===== config.mk =====
export PLATFORM = sky130hd
export DESIGN_NAME = alu_exec
export DESIGN_NICKNAME = d
export VERILOG_FILES = /design/src/rtl/alu_exec.sv
export SDC_FILE = /design/constraint.sdc
export NUM_CORES = 1
export LEC_CHECK = 0
export ABC_AREA = 0
export CORE_MARGIN = 1.5
export CORE_UTILIZATION = 55
export CTS_BUF_LIST = sky130_fd_sc_hd__clkbuf_16
export CTS_CLUSTER_DIAMETER = 120
export DETAILED_ROUTE_END_ITERATION = 16
export DONT_BUFFER_PORTS = 1
export PLACE_DENSITY = 0.73
export REMOVE_ABC_BUFFERS = 1
export SETUP_SLACK_MARGIN = 0.4
export SLEW_MARGIN = 20
export SYNTH_ARGS = -nofsm -noshare
export SYNTH_HDL_FRONTEND = slang
export SYNTH_SLANG_ARGS = --single-unit

===== constraint.sdc =====
create_clock -name clk -period 2.6 [get_ports clk]
set_input_delay 0.78 -clock clk [delete_from_list [all_inputs] [get_ports clk]]
set_output_delay 0.78 -clock clk [all_outputs]
set_load 0.02 [all_outputs]

===== src/rtl/alu_exec.sv =====
// Execution end of the controller/ALU op interface: two-stage valid/ready
// ALU pipeline with op-sequence checking and a saturating delivery counter.
module alu_exec #(
  parameter int unsigned WIDTH = 8
) (
  input  logic             clk,
  input  logic             reset_n,
  input  logic             in_valid,
  output logic             in_ready,
  input  logic [2:0]       alu_op,
  input  logic [3:0]       state,
  input  logic [WIDTH-1:0] a,
  input  logic [WIDTH-1:0] b,
  output logic             out_valid,
  input  logic             out_ready,
  output logic [WIDTH-1:0] result,
  output logic             carry,
  output logic             zero,
  output logic [3:0]       out_tag,
  output logic             seq_err,
  output logic [15:0]      op_count
);

  typedef enum logic [2:0] {
    OP_ADD = 3'd0,
    OP_SUB = 3'd1,
    OP_AND = 3'd2,
    OP_OR  = 3'd3,
    OP_XOR = 3'd4,
    OP_SHL = 3'd5,
    OP_SHR = 3'd6,
    OP_CMP = 3'd7
  } op_e;

  typedef enum logic {
    SEQ_EMPTY,
    SEQ_TRACK
  } seq_e;

  logic             v1;
  op_e              op1;
  logic [3:0]       tag1;
  logic [WIDTH-1:0] a1;
  logic [WIDTH-1:0] b1;
  logic             v2;

  logic             adv1;
  logic             adv2;
  logic             accept;
  logic             deliver;

  logic [WIDTH:0]   sum;
  logic [WIDTH:0]   diff;
  logic [WIDTH-1:0] res_n;
  logic             carry_n;
  logic             zero_n;

  seq_e             seq_st;
  logic [2:0]       last_op;

  // Ready depends only on registered valids and out_ready, never on in_valid.
  assign adv2      = !v2 || out_ready;
  assign adv1      = !v1 || adv2;
  assign in_ready  = adv1;
  assign accept    = in_valid && in_ready;
  assign deliver   = v2 && out_ready;
  assign out_valid = v2;

  always_ff @(posedge clk or negedge reset_n) begin
    if (!reset_n) begin
      v1   <= 1'b0;
      op1  <= OP_ADD;
      tag1 <= '0;
      a1   <= '0;
      b1   <= '0;
    end else if (adv1) begin
      v1 <= in_valid;
      if (in_valid) begin
        op1  <= op_e'(alu_op);
        tag1 <= state;
        a1   <= a;
        b1   <= b;
      end
    end
  end

  always_comb begin
    sum     = {1'b0, a1} + {1'b0, b1};
    diff    = {1'b0, a1} - {1'b0, b1};
    res_n   = '0;
    carry_n = 1'b0;
    unique case (op1)
      OP_ADD: begin
        res_n   = sum[WIDTH-1:0];
        carry_n = sum[WIDTH];
      end
      OP_SUB: begin
        res_n   = diff[WIDTH-1:0];
        carry_n = diff[WIDTH];
      end
      OP_AND: res_n = a1 & b1;
      OP_OR:  res_n = a1 | b1;
      OP_XOR: res_n = a1 ^ b1;
      OP_SHL: begin
        res_n   = {a1[WIDTH-2:0], 1'b0};
        carry_n = a1[WIDTH-1];
      end
      OP_SHR: begin
        res_n   = {1'b0, a1[WIDTH-1:1]};
        carry_n = a1[0];
      end
      OP_CMP: begin
        res_n   = '0;
        carry_n = diff[WIDTH];
      end
    endcase
    zero_n = (op1 == OP_CMP) ? (a1 == b1) : (res_n == '0);
  end

  always_ff @(posedge clk or negedge reset_n) begin
    if (!reset_n) begin
      v2      <= 1'b0;
      result  <= '0;
      carry   <= 1'b0;
      zero    <= 1'b0;
      out_tag <= '0;
    end else if (adv2) begin
      v2 <= v1;
      if (v1) begin
        result  <= res_n;
        carry   <= carry_n;
        zero    <= zero_n;
        out_tag <= tag1;
      end
    end
  end

  // The last op is always overwritten so a single bad op flags once and the
  // checker then tracks the new sequence.
  always_ff @(posedge clk or negedge reset_n) begin
    if (!reset_n) begin
      seq_st  <= SEQ_EMPTY;
      last_op <= '0;
      seq_err <= 1'b0;
    end else if (accept) begin
      if (seq_st == SEQ_TRACK && alu_op != 3'(last_op + 3'd1)) begin
        seq_err <= 1'b1;
      end
      last_op <= alu_op;
      seq_st  <= SEQ_TRACK;
    end
  end

  always_ff @(posedge clk or negedge reset_n) begin
    if (!reset_n) begin
      op_count <= '0;
    end else if (deliver && op_count != '1) begin
      op_count <= op_count + 16'd1;
    end
  end

endmodule


## After elaboration in Yosys (flattened, before gate mapping)

Cells that the tools add are included.

- Logic and storage cells: 48
- Bits in read-only memories: 0
- Bits in writable memories: 0
- Output and inout bits: 33
- Memories kept: 0
- Latch bits: 0
- Bits in registers: 60
- Input port bits: 27

- Shift operators: 0
- Multipliers: 0
- Bitwise logic cells: 3
- Add/subtract/negate cells: 4
- Equality and inequality tests: 10
- Muxes and demuxes: 3
- Div/mod/pow operators: 0
- Reduce and logical (&&, ||, !) cells: 14
- Order comparisons: 0

Operators with widths:

| kind | number |
|---|---|
| $pmux 8 s8 | 1 |
| $add 16x1->16 const B | 1 |
| $ne 16x16->1 const B | 1 |
| $eq 3x3->1 const B | 4 |
| $add 8x8->9 | 1 |
| $sub 8x8->9 | 1 |
| $and 8x8->8 | 1 |
| $eq 8x8->1 | 1 |
| $logic_not 8->1 | 1 |
| $or 8x8->8 | 1 |
| $xor 8x8->8 | 1 |
| $eq 3x2->1 const B | 2 |
| $reduce_and 2->1 | 3 |
| $logic_and 1x1->1 | 4 |
| $pmux 1 s4 | 1 |
| $add 3x1->3 const B | 1 |
| $eq 3x1->1 const B | 1 |
| $logic_not 3->1 | 1 |
| $ne 3x3->1 | 1 |
| $logic_not 1->1 | 2 |
| $logic_or 1x1->1 | 2 |
| $reduce_or 2->1 | 1 |
| $mux 1 | 1 |

## Depth between registers and ports, before layout

Gate-level depths: netlist of run 1.

- Depth after elaboration: 5
- Depth in mapped cells: 11
- Gate-level depth less buffers: 10

## Worst setup path after synthesis of run 1

OpenSTA, ideal clock, no wires.

- Path type: reg-to-reg
- Start: reg op1[2]
- End: reg zero
- Stages on the path, launching flop included: 11
- Arrival: 2.592 ns
- Buffers on the path: 1
- Required time: 2.508 ns
- Path slack: -0.084 ns
- Library setup time: 0.092 ns
- Clock period less this slack: 2.684 ns
- Cell sequence: dfrtp_1 > clkinv_1 > ha_1 > or4_4 > or2_1 > buf_6 > nor3_2 > a21oi_1 > o211a_1 > a211o_1 > o31ai_2

- Longest elaborated chain between the ends: 4
- Elaborated cells between the ends (all ways): 11
- Classes of those cells: eq/ne (7); mux (2); reduce/logical (2)

RTL lines:

| what | RTL line | RTL |
|---|---|---|
| start, declared | 41 | `op_e op1;` |
| start signal, assigned | 79 | `op1 <= op_e'(alu_op);` |
| $eq 3x3->1 (tied with other cells) | 92, 117 |  |
| $pmux 8 s8 | 92 | `unique case (op1)` |
| $logic_not 8->1 | 117 | `zero_n = (op1 == OP_CMP) ? (a1 == b1) : (res_n == '0);` |
| $mux 1 (*) | 117 |  |
| end signal, assigned | 132 | `zero <= zero_n;` |
| end, declared | 18 | `output logic zero,` |

Every way passes the cells marked *; elsewhere a longest branch is shown, timed or not.
A chain may end at the register's enable or synchronous reset.

## Worst setup path after layout of run 1

- Start: reg op1[0]
- End: reg result[3]

- Longest elaborated chain between the ends: 2
- Elaborated cells between the ends (all ways): 9
- Classes of those cells: eq/ne (7); mux (1); reduce/logical (1)

RTL lines:

| what | RTL line | RTL |
|---|---|---|
| $eq 3x3->1 (tied with other cells) | 92 |  |
| $pmux 8 s8 (*) | 92 |  |
| end signal, assigned | 130 | `result <= res_n;` |
| end, declared | 16 | `output logic [WIDTH-1:0] result,` |

Marked as above.

==> results by group, run 1 <==
Global route
  • Overall fraction of global-route tracks in use: 0.261
  • First-pass GRT wire length: roughly 14,000 um
  • Global route overflow: 0
  • Most Used Layer, Global Route: met2
  • Global routing met3 resource utilization: 0.0574
  • Pin count of the biggest net entering global routing: between 50 and 60
  • Global routing usage on met1: 0.364
  • Via count of the first global-routing pass: between 2,000 and 3,000
  • Met2 capacity usage during global routing: 0.387
  • Antenna violations before repair: 0

Min path
  • Min-Delay Path Class: primary input to asynchronous set/reset pin

Pwr
  • Clock Power Share: 0.288
  • Combinational fraction of design power: 0.364
  • Leakage component of the power: 2.00 nW
  • Power Dens Cells: 902 mW/mm^2
  • Switching share of power: 0.367
  • Portion of total power attributed to sequential cells: 0.348
  • Switch Pwr: 0.00148 W
  • Cell-internal power: 0.00254 W
  • Maximum VDD drop: about 0.59 mV

Worst setup path
  • Data required time of the worst path: roughly 2.8 ns
  • Critical path capture point type: register
  • Largest stage delay on the critical path: between 0.5 and 0.6 ns
  • Critical Path Source Type: register
  • CP Class: register to register
  • CP max stage cell: sky130_fd_sc_hd__or4_4
  • Cell-by-cell listing of the critical path: ha_4, ha_4, or4_4, buf_4, nor2_2, o211ai_1, o211a_1, buf_4, mux2_2
  • Highest fanout seen on the critical path: 4
  • Data arrival time of the critical path: around 2.8 ns
  • Minimum setup slack among reg-to-reg paths: about 0.03 ns

Clocking
  • Total number of H-tree levels: 3
  • CTS tree: built
  • Clock transition at the register clock pins on the worst setup and hold paths after CTS: roughly 0.050 ns
  • Clock root buffer master: sky130_fd_sc_hd__clkbuf_16
  • Total clock buffers created by CTS: 9
  • Clock net sink count: between 50 and 60
  • Largest buffer count on any clock path: 2
  • Number of buffers inserted for hold repair after clock tree synthesis: 0
  • Clock latency reported for the late side of the worst-skew pair: roughly 0.33 ns

Timing
  • Slew headroom: 0.570
  • Endpoints failing hold: 0
  • Clock Skew: a little over 0.007 ns
  • Post-route fraction of the period consumed by the critical path: 0.988
  • Clock period minus worst slack: around 2.6 ns
  • Setup repair after global routing missed its margin: yes
  • Fin. max-slew vios: 0
  • Highest clock rate: 389 MHz
  • Worst-margin pin slew: ~0.64 ns
  • Final setup violation count: 0

Logic synthesis
  • Synth warn: 0
  • Main area contributors after synthesis: sky130_fd_sc_hd__dfrtp_1, sky130_fd_sc_hd__mux2_2, sky130_fd_sc_hd__ha_1, sky130_fd_sc_hd__inv_1, sky130_fd_sc_hd__xnor2_1
  • Sequential fraction of the synthesis area: 0.399
  • Most repeated cell in the gate-level netlist after synthesis: sky130_fd_sc_hd__dfrtp_1
  • Mapped Cells: approximately 340
  • Most instantiated flip-flop cell in the synthesis netlist: sky130_fd_sc_hd__dfrtp_1
  • Fraction of post-synthesis cell area in the top cell type by area: 0.399
  • Synth unique cells: 56
  • Most used standard cells in the synthesized netlist: sky130_fd_sc_hd__dfrtp_1, sky130_fd_sc_hd__mux2_2, sky130_fd_sc_hd__ha_1, sky130_fd_sc_hd__inv_1, sky130_fd_sc_hd__nand2_1
  • Netlist area before placement: between 0.003 and 0.004 mm^2
  • Count of state elements after synthesis: between 50 and 60
  • Largest area contributor in the synthesized netlist: sky130_fd_sc_hd__dfrtp_1
  • Mean post-synth cell area: ~10 um^2
  • EDFF count, synth: 0
  • Post-synth ARST share: 1.00

Status
  • Result of the run: completed

Drt
  • Ratio of routed vias to standard cells: 6.10
  • First-pass detailed-route iteration total: 7
  • Post-DRT Antenna Nets: 0
  • Iteration-0 DRC count of the detailed router: around 210
  • Routed WL per cell: around 19 um
  • Drc violations: 0
  • Overall routed net length: 8670 um
  • Total vias in the final route: approximately 2,900

Floorplanning
  • Starting Density: 0.566
  • Area of the die: about 0.007 mm^2
  • Top Ports: 60
  • Core box area: approximately 0.0063 mm^2
  • Chip Width: 83.6 um
  • Number of rows created at floorplan: 29
  • Die Ht: 83.6 um

Cells and area
  • Nets@finish: approximately 450
  • Final core area utilization: 0.706
  • Final-layout fill cell count: between 400 and 500
  • Fraction of layout cells with a size suffix above 1: 0.366
  • Synth-to-Final Area Change: 24.6%
  • Non-filler instance count after layout: ~470
  • Antenna diode instance count: 0

Place
  • Gp weighted congestion: 0.909
  • Port Buf Inserts: 0
  • Half-perimeter wire length after placement: 6080 um
  • # placed instances: about 440

Job
  • Count of maximum capacitance violations: 0
-- final timing paths --
kind,from,end,cells after the start
min in group clk,seq_st,seq_st,1
max,op1[0],result[3],9
min,reset_n,seq_err,0
max reg2reg,op1[0],result[3],9
max in group asynchronous,reset_n,b1[0],0
min reg2reg,seq_st,seq_st,1
-- cells by family (layout without fill, tap and decap cells) --
logic type	after synthesis	count (layout)	synth area share
DFF	57	57	0.399
buffers and inverters	43	93	0.0490
and+or+nand+nor	78	78	0.115
muxes	38	38	0.120
adders and majority gates	33	33	0.120
xor gates and xnor gates	22	22	0.0539
AOI/OAI and AO/OA	70	70	0.144
-- metrics by stage --
| stage | area [um^2] | total power, W | setup TNS, ns | setup slack (ns) | hold WS [ns] |
|---|---|---|---|---|---|
| 6_report | 4450 | 0.00402 | 0 | 0.0309 | 0.140 |
| 5_1_grt | 4450 | 0.00423 | -0.104 | -0.0363 | 0.132 |
| 4_1_cts | 4370 | 0.00394 | 0 | 0.0492 | 0.135 |
| 3_5_place_dp | 3900 | 0.00266 | -0.101 | -0.0523 | 0.456 |
| 3_3_place_gp | 3900 | 0.00263 | 0 | 0.00301 | 0.451 |
| 2_1_floorplan | 3520 | 0.00221 | -0.507 | -0.267 | 0.435 |
-- placed cells by master, fill, tap and decap left out, types with 4 or more instances in the layout --
cell | synthesis | routed
sky130_fd_sc_hd__nand2b_1 | 7 | 7
sky130_fd_sc_hd__o21ai_1 | 0 | 4
sky130_fd_sc_hd__nand2_1 | 16 | 16
sky130_fd_sc_hd__buf_4 | 0 | 44
sky130_fd_sc_hd__ha_1 | 31 | 20
sky130_fd_sc_hd__xnor2_1 | 12 | 12
sky130_fd_sc_hd__clkbuf_16 | 0 | 9
sky130_fd_sc_hd__ha_2 | 0 | 6
sky130_fd_sc_hd__a21o_1 | 5 | 5
sky130_fd_sc_hd__nand3_1 | 6 | 6
sky130_fd_sc_hd__a222oi_1 | 5 | 5
sky130_fd_sc_hd__dfrtp_1 | 57 | 51
sky130_fd_sc_hd__xor2_1 | 10 | 10
sky130_fd_sc_hd__dfrtp_2 | 0 | 6
sky130_fd_sc_hd__mux2_2 | 38 | 38
sky130_fd_sc_hd__inv_1 | 29 | 29
sky130_fd_sc_hd__ha_4 | 0 | 5
sky130_fd_sc_hd__nor2_1 | 14 | 12
sky130_fd_sc_hd__o211ai_1 | 6 | 6
sky130_fd_sc_hd__a21oi_1 | 14 | 11
sky130_fd_sc_hd__nor3_1 | 10 | 9
sky130_fd_sc_hd__nand4_1 | 4 | 4
-- timing repair --
action / CTS / global route
pin swaps: 10 / 7
setup endpoints to repair: 14 / 21
gates cloned: 0 / 0
gates resized for setup: 28 / 20
buffers inserted: 7 / 2
-- worst max-delay path: cells and delay by family (launching register included) --
kind	cells	cell delay, ns
simple gates	2	0.80
flops	1	0.43
fa+ha+maj	2	0.35
compound gates	2	0.33
mux	1	0.25
buf+inv	2	0.29
-- area by class of cell --
class	instances	area [um^2]	share of cell area
Timing Repair Buffer	46	362	0.0812
Sequential cell	57	1430	0.322
Inverter	31	116	0.0261
Clock buffer	9	225	0.0506
Multi-Input combinational cell	241	2150	0.483
Clock inverter	7	71.3	0.0160
Tap cell	77	96.3	0.0216
-- routing by layer --
metal	vias to the layer above	routed length, um
met1	1404	3840
met2	121	4070
met4	0	221
met5	-	0
met3	18	533
li1	1312	-
-- state kept, by name, summed over array words and instances, names as in the netlist --
signal     count
op_count      16
a1             8
b1             8
result         8
out_tag        4
tag1           4
op1            3
carry          1
out_valid      1
seq_err        1
seq_st         1
v1             1
zero           1
-- power by group through the flow --
stage                     Clock (W)  Combinational (W)  Sequential [W]
after global placement            0            0.00123         0.00140
after CTS                   0.00117            0.00137         0.00140
after floorplan                   0           0.000812         0.00140
after detailed placement          0            0.00125         0.00141
final                       0.00116            0.00146         0.00140
after global routing        0.00121            0.00160         0.00142
(Power assumes the default switching activity.)
==> run 2: changes to the inputs <==
Settings changed: CELL_PAD_IN_SITES_DETAIL_PLACEMENT from default to 1, CELL_PAD_IN_SITES_GLOBAL_PLACEMENT from default to 1, CORE_UTILIZATION 55 to 45, GPL_TIMING_DRIVEN from default to 0, PLACE_DENSITY 0.73 to default, PLACE_DENSITY_LB_ADDON from default to 0.1, SLEW_MARGIN 20 to default.
==> results by group, run 2 (synthesized netlist as in run 1, its figures left out) <==
Min path
  • Min-Delay Path Class: primary input to asynchronous set/reset pin

Floorplanning
  • Number of rows created at floorplan: 32 (+10%)
  • Die Ht: 92.1 um (+10%)
  • Core box area: 0.00773 mm^2 (+22%)
  • Starting Density: 0.463 (-0.104)
  • Area of the die: 0.00849 mm^2 (+21%)
  • Chip Width: 92.1 um (+10%)
  • Top Ports: 60 (unchanged)

Worst setup path
  • Highest fanout seen on the critical path: 5 (+1)
  • Cell-by-cell listing of the critical path: ha_4, ha_4, or4_4, or2_4, buf_4, buf_6, o311ai_4, a21oi_2, mux2_4
  • Reg-to-reg critical path endpoint: result[6]
  • CP max stage cell: sky130_fd_sc_hd__or4_4
  • Buffering stage count on the worst path with inverters included: 2 (unchanged)
  • Minimum setup slack among reg-to-reg paths: -0.09 ns (-0.12 ns)
  • Data arrival time of the critical path: 2.89 ns (+0.11 ns)
  • CP Class: register to register
  • Largest stage delay on the critical path: 0.59 ns (+0.03 ns)
  • Worst reg2reg path depth: 9 (unchanged)
  • Critical path capture point type: register
  • Data required time of the worst path: 2.80 ns (about the same)
  • Critical Path Source Type: register
  • Worst r2r src: op1[0]
  • Family of cells with the greatest summed delay on the critical path: simple AND/OR/NAND/NOR gates
  • Crit-path most repeated cell: sky130_fd_sc_hd__ha_4

Cells and area
  • Multi-input combinational cell area: 0.00231 mm^2 (+7.6%)
  • Nets@finish: 422 (-5.4%)
  • Synth-to-Final Area Change: 25.5%
  • Reg with most FFs: op_count
  • Most used cells in the layout excluding fill and tap cells: sky130_fd_sc_hd__dfrtp_1, sky130_fd_sc_hd__mux2_2, sky130_fd_sc_hd__inv_1
  • Non-filler instance count after layout: 469 (+0.21%)
  • Final-layout fill cell count: 804 (+63%)
  • Storage cell area: 0.00145 mm^2 (+0.79%)
  • Final core area utilization: 0.581 (-0.125)
  • Leading cell type in the layout, fill and taps excluded: sky130_fd_sc_hd__dfrtp_1
  • Flip-flop count of the largest register, all copies and words added: 16 (unchanged)
  • Fraction of layout cells with a size suffix above 1: 0.398 (+0.0321)
  • Antenna diode instance count: 0 (unchanged)

Pwr
  • Combinational fraction of design power: 0.362 (-0.002)
  • Overall Power: 0.00414 W (+3.1%)
  • Clock Power Share: 0.285 (-0.003)
  • Switching share of power: 0.387 (+0.0199)
  • Switch Pwr: 0.00160 W (+8.7%)
  • Leakage component of the power: 1.92 nW (-3.9%)
  • Maximum VDD drop: 0.473 mV (-20%)
  • Portion of total power attributed to sequential cells: 0.353 (+0.005)
  • Power Dens Cells: 923 mW/mm^2 (+2.4%)
  • Cell-internal power: 0.00254 W (about the same)

Timing
  • Highest clock rate: 372 MHz (-4.3%)
  • Worst-margin pin slew: 0.836 ns (+0.194 ns)
  • Post-route fraction of the period consumed by the critical path: 1.03 (+0.0446)
  • Clock Skew: 0.00754 ns (+0.000501 ns)
  • Slew headroom: 0.441 (-0.129)
  • Endpoints failing hold: 0 (unchanged)
  • Fin. max-slew vios: 0 (unchanged)
  • Minimum hold slack: 0.141 ns (+0.00146 ns)
  • Setup repair after global routing missed its margin: yes
  • Setup TNS: -0.162 ns (-0.162 ns)
  • Clock period minus worst slack: 2.69 ns (+0.116 ns)
  • Final Worst Setup Slack: -0.0851 ns (-0.116 ns)
  • Final setup violation count: 2 (+2)

Clocking
  • Clock net sink count: 57 (unchanged)
  • Number of buffers inserted for hold repair after clock tree synthesis: 0 (unchanged)
  • Total clock buffers created by CTS: 9 (unchanged)
  • Largest buffer count on any clock path: 2 (unchanged)
  • Clock latency reported for the late side of the worst-skew pair: 0.33 ns (about the same)
  • Clock transition at the register clock pins on the worst setup and hold paths after CTS: 0.06 ns (about the same)
  • Total number of H-tree levels: 3 (unchanged)
  • Clock root buffer master: sky130_fd_sc_hd__clkbuf_16
  • CTS tree: built

Status
  • Result of the run: complete, but fails checks
  • Violated checks: setup timing

Place
  • # placed instances: 431 (-2.7%)
  • Gp weighted congestion: 0.874 (-3.8%)
  • Port Buf Inserts: 0 (unchanged)
  • Half-perimeter wire length after placement: 6390 um (+5.2%)

Drt
  • Ratio of routed vias to standard cells: 5.97 (-2.1%)
  • First-pass detailed-route iteration total: 4 (-3)
  • Post-DRT Antenna Nets: 0 (unchanged)
  • Drc violations: 0 (unchanged)
  • Routed WL per cell: 21.1 um (+14%)
  • Total vias in the final route: 2,800 (-1.9%)
  • Overall routed net length: 9900 um (+14%)
  • Iteration-0 DRC count of the detailed router: 121 (-43%)

Global route
  • Via count of the first global-routing pass: 3,113 (+8.9%)
  • Antenna violations before repair: 0 (unchanged)
  • First-pass GRT wire length: 16,300 um (+14%)
  • Overall fraction of global-route tracks in use: 0.253 (-0.00765)
  • Global route overflow: 0 (unchanged)
  • Pin count of the biggest net entering global routing: 58 (unchanged)

Job
  • Count of maximum capacitance violations: 0 (unchanged)
run 2: what timing repair did:
item,in CTS,in global routing
pin swaps,19,7
setup endpoints to repair,46,16
gates resized for setup,79,17
setup buffers,21,1
run 2: power by group through the flow:
stage | clock (W) | combinational (W) | sequential (W)
2_1_floorplan | 0 | 0.000812 | 0.00140
3_3_place_gp | 0 | 0.00102 | 0.00146
3_5_place_dp | 0 | 0.00105 | 0.00147
4_1_cts | 0.00121 | 0.00141 | 0.00146
5_1_grt | 0.00124 | 0.00163 | 0.00149
6_report | 0.00118 | 0.00150 | 0.00146
run 2: metal layers:
metal	wire length [um]	up-vias	part of all wire	GRT usage
met5	0	-	0	0
met4	363	0	0.037	0.117
met2	4830	96	0.49	0.417
met3	628	28	0.063	0.0705
met1	4080	1413	0.41	0.306
li1	-	1263	-	-
run 2: worst max-delay path by stage:
stage                      start        end  slack (ns)  cells after the start
after floorplan           op1[2]       zero       -0.27                      9
after global placement    op1[2]       zero       -0.90                      9
after detailed placement  op1[2]       zero       -0.92                      9
after CTS                 op1[1]       zero       -0.02                      9
after global routing      op1[0]       zero       -0.17                      9
final                     op1[0]  result[6]       -0.09                      9
run 2: layout make-up:
cell class / count / share of cell area
multi-input cells: 241 / 0.516
flip-flops and latches: 57 / 0.322
clock buffers: 9 / 0.0502
repair buffers: 22 / 0.0410
well taps: 102 / 0.0284
inverters: 31 / 0.0265
clock inverters: 7 / 0.0162
run 2: stage by stage:
| stage | cell area (um^2) | worst slack (ns) |
|---|---|---|
| after global routing | 4490 | -0.171 |
| after global placement | 3640 | -0.897 |
| after CTS | 4410 | -0.0238 |
| final | 4490 | -0.0851 |
| after floorplan | 3520 | -0.267 |
| after detailed placement | 3640 | -0.916 |
run 2: worst register-to-register path: cells and delay by family, from the launching register on:
kind	cells	cell delay (ns)
mux	1	0.28
fa+ha+maj	2	0.34
buf+inv	2	0.28
flops	1	0.44
compound gates	2	0.32
simple gates	2	0.90
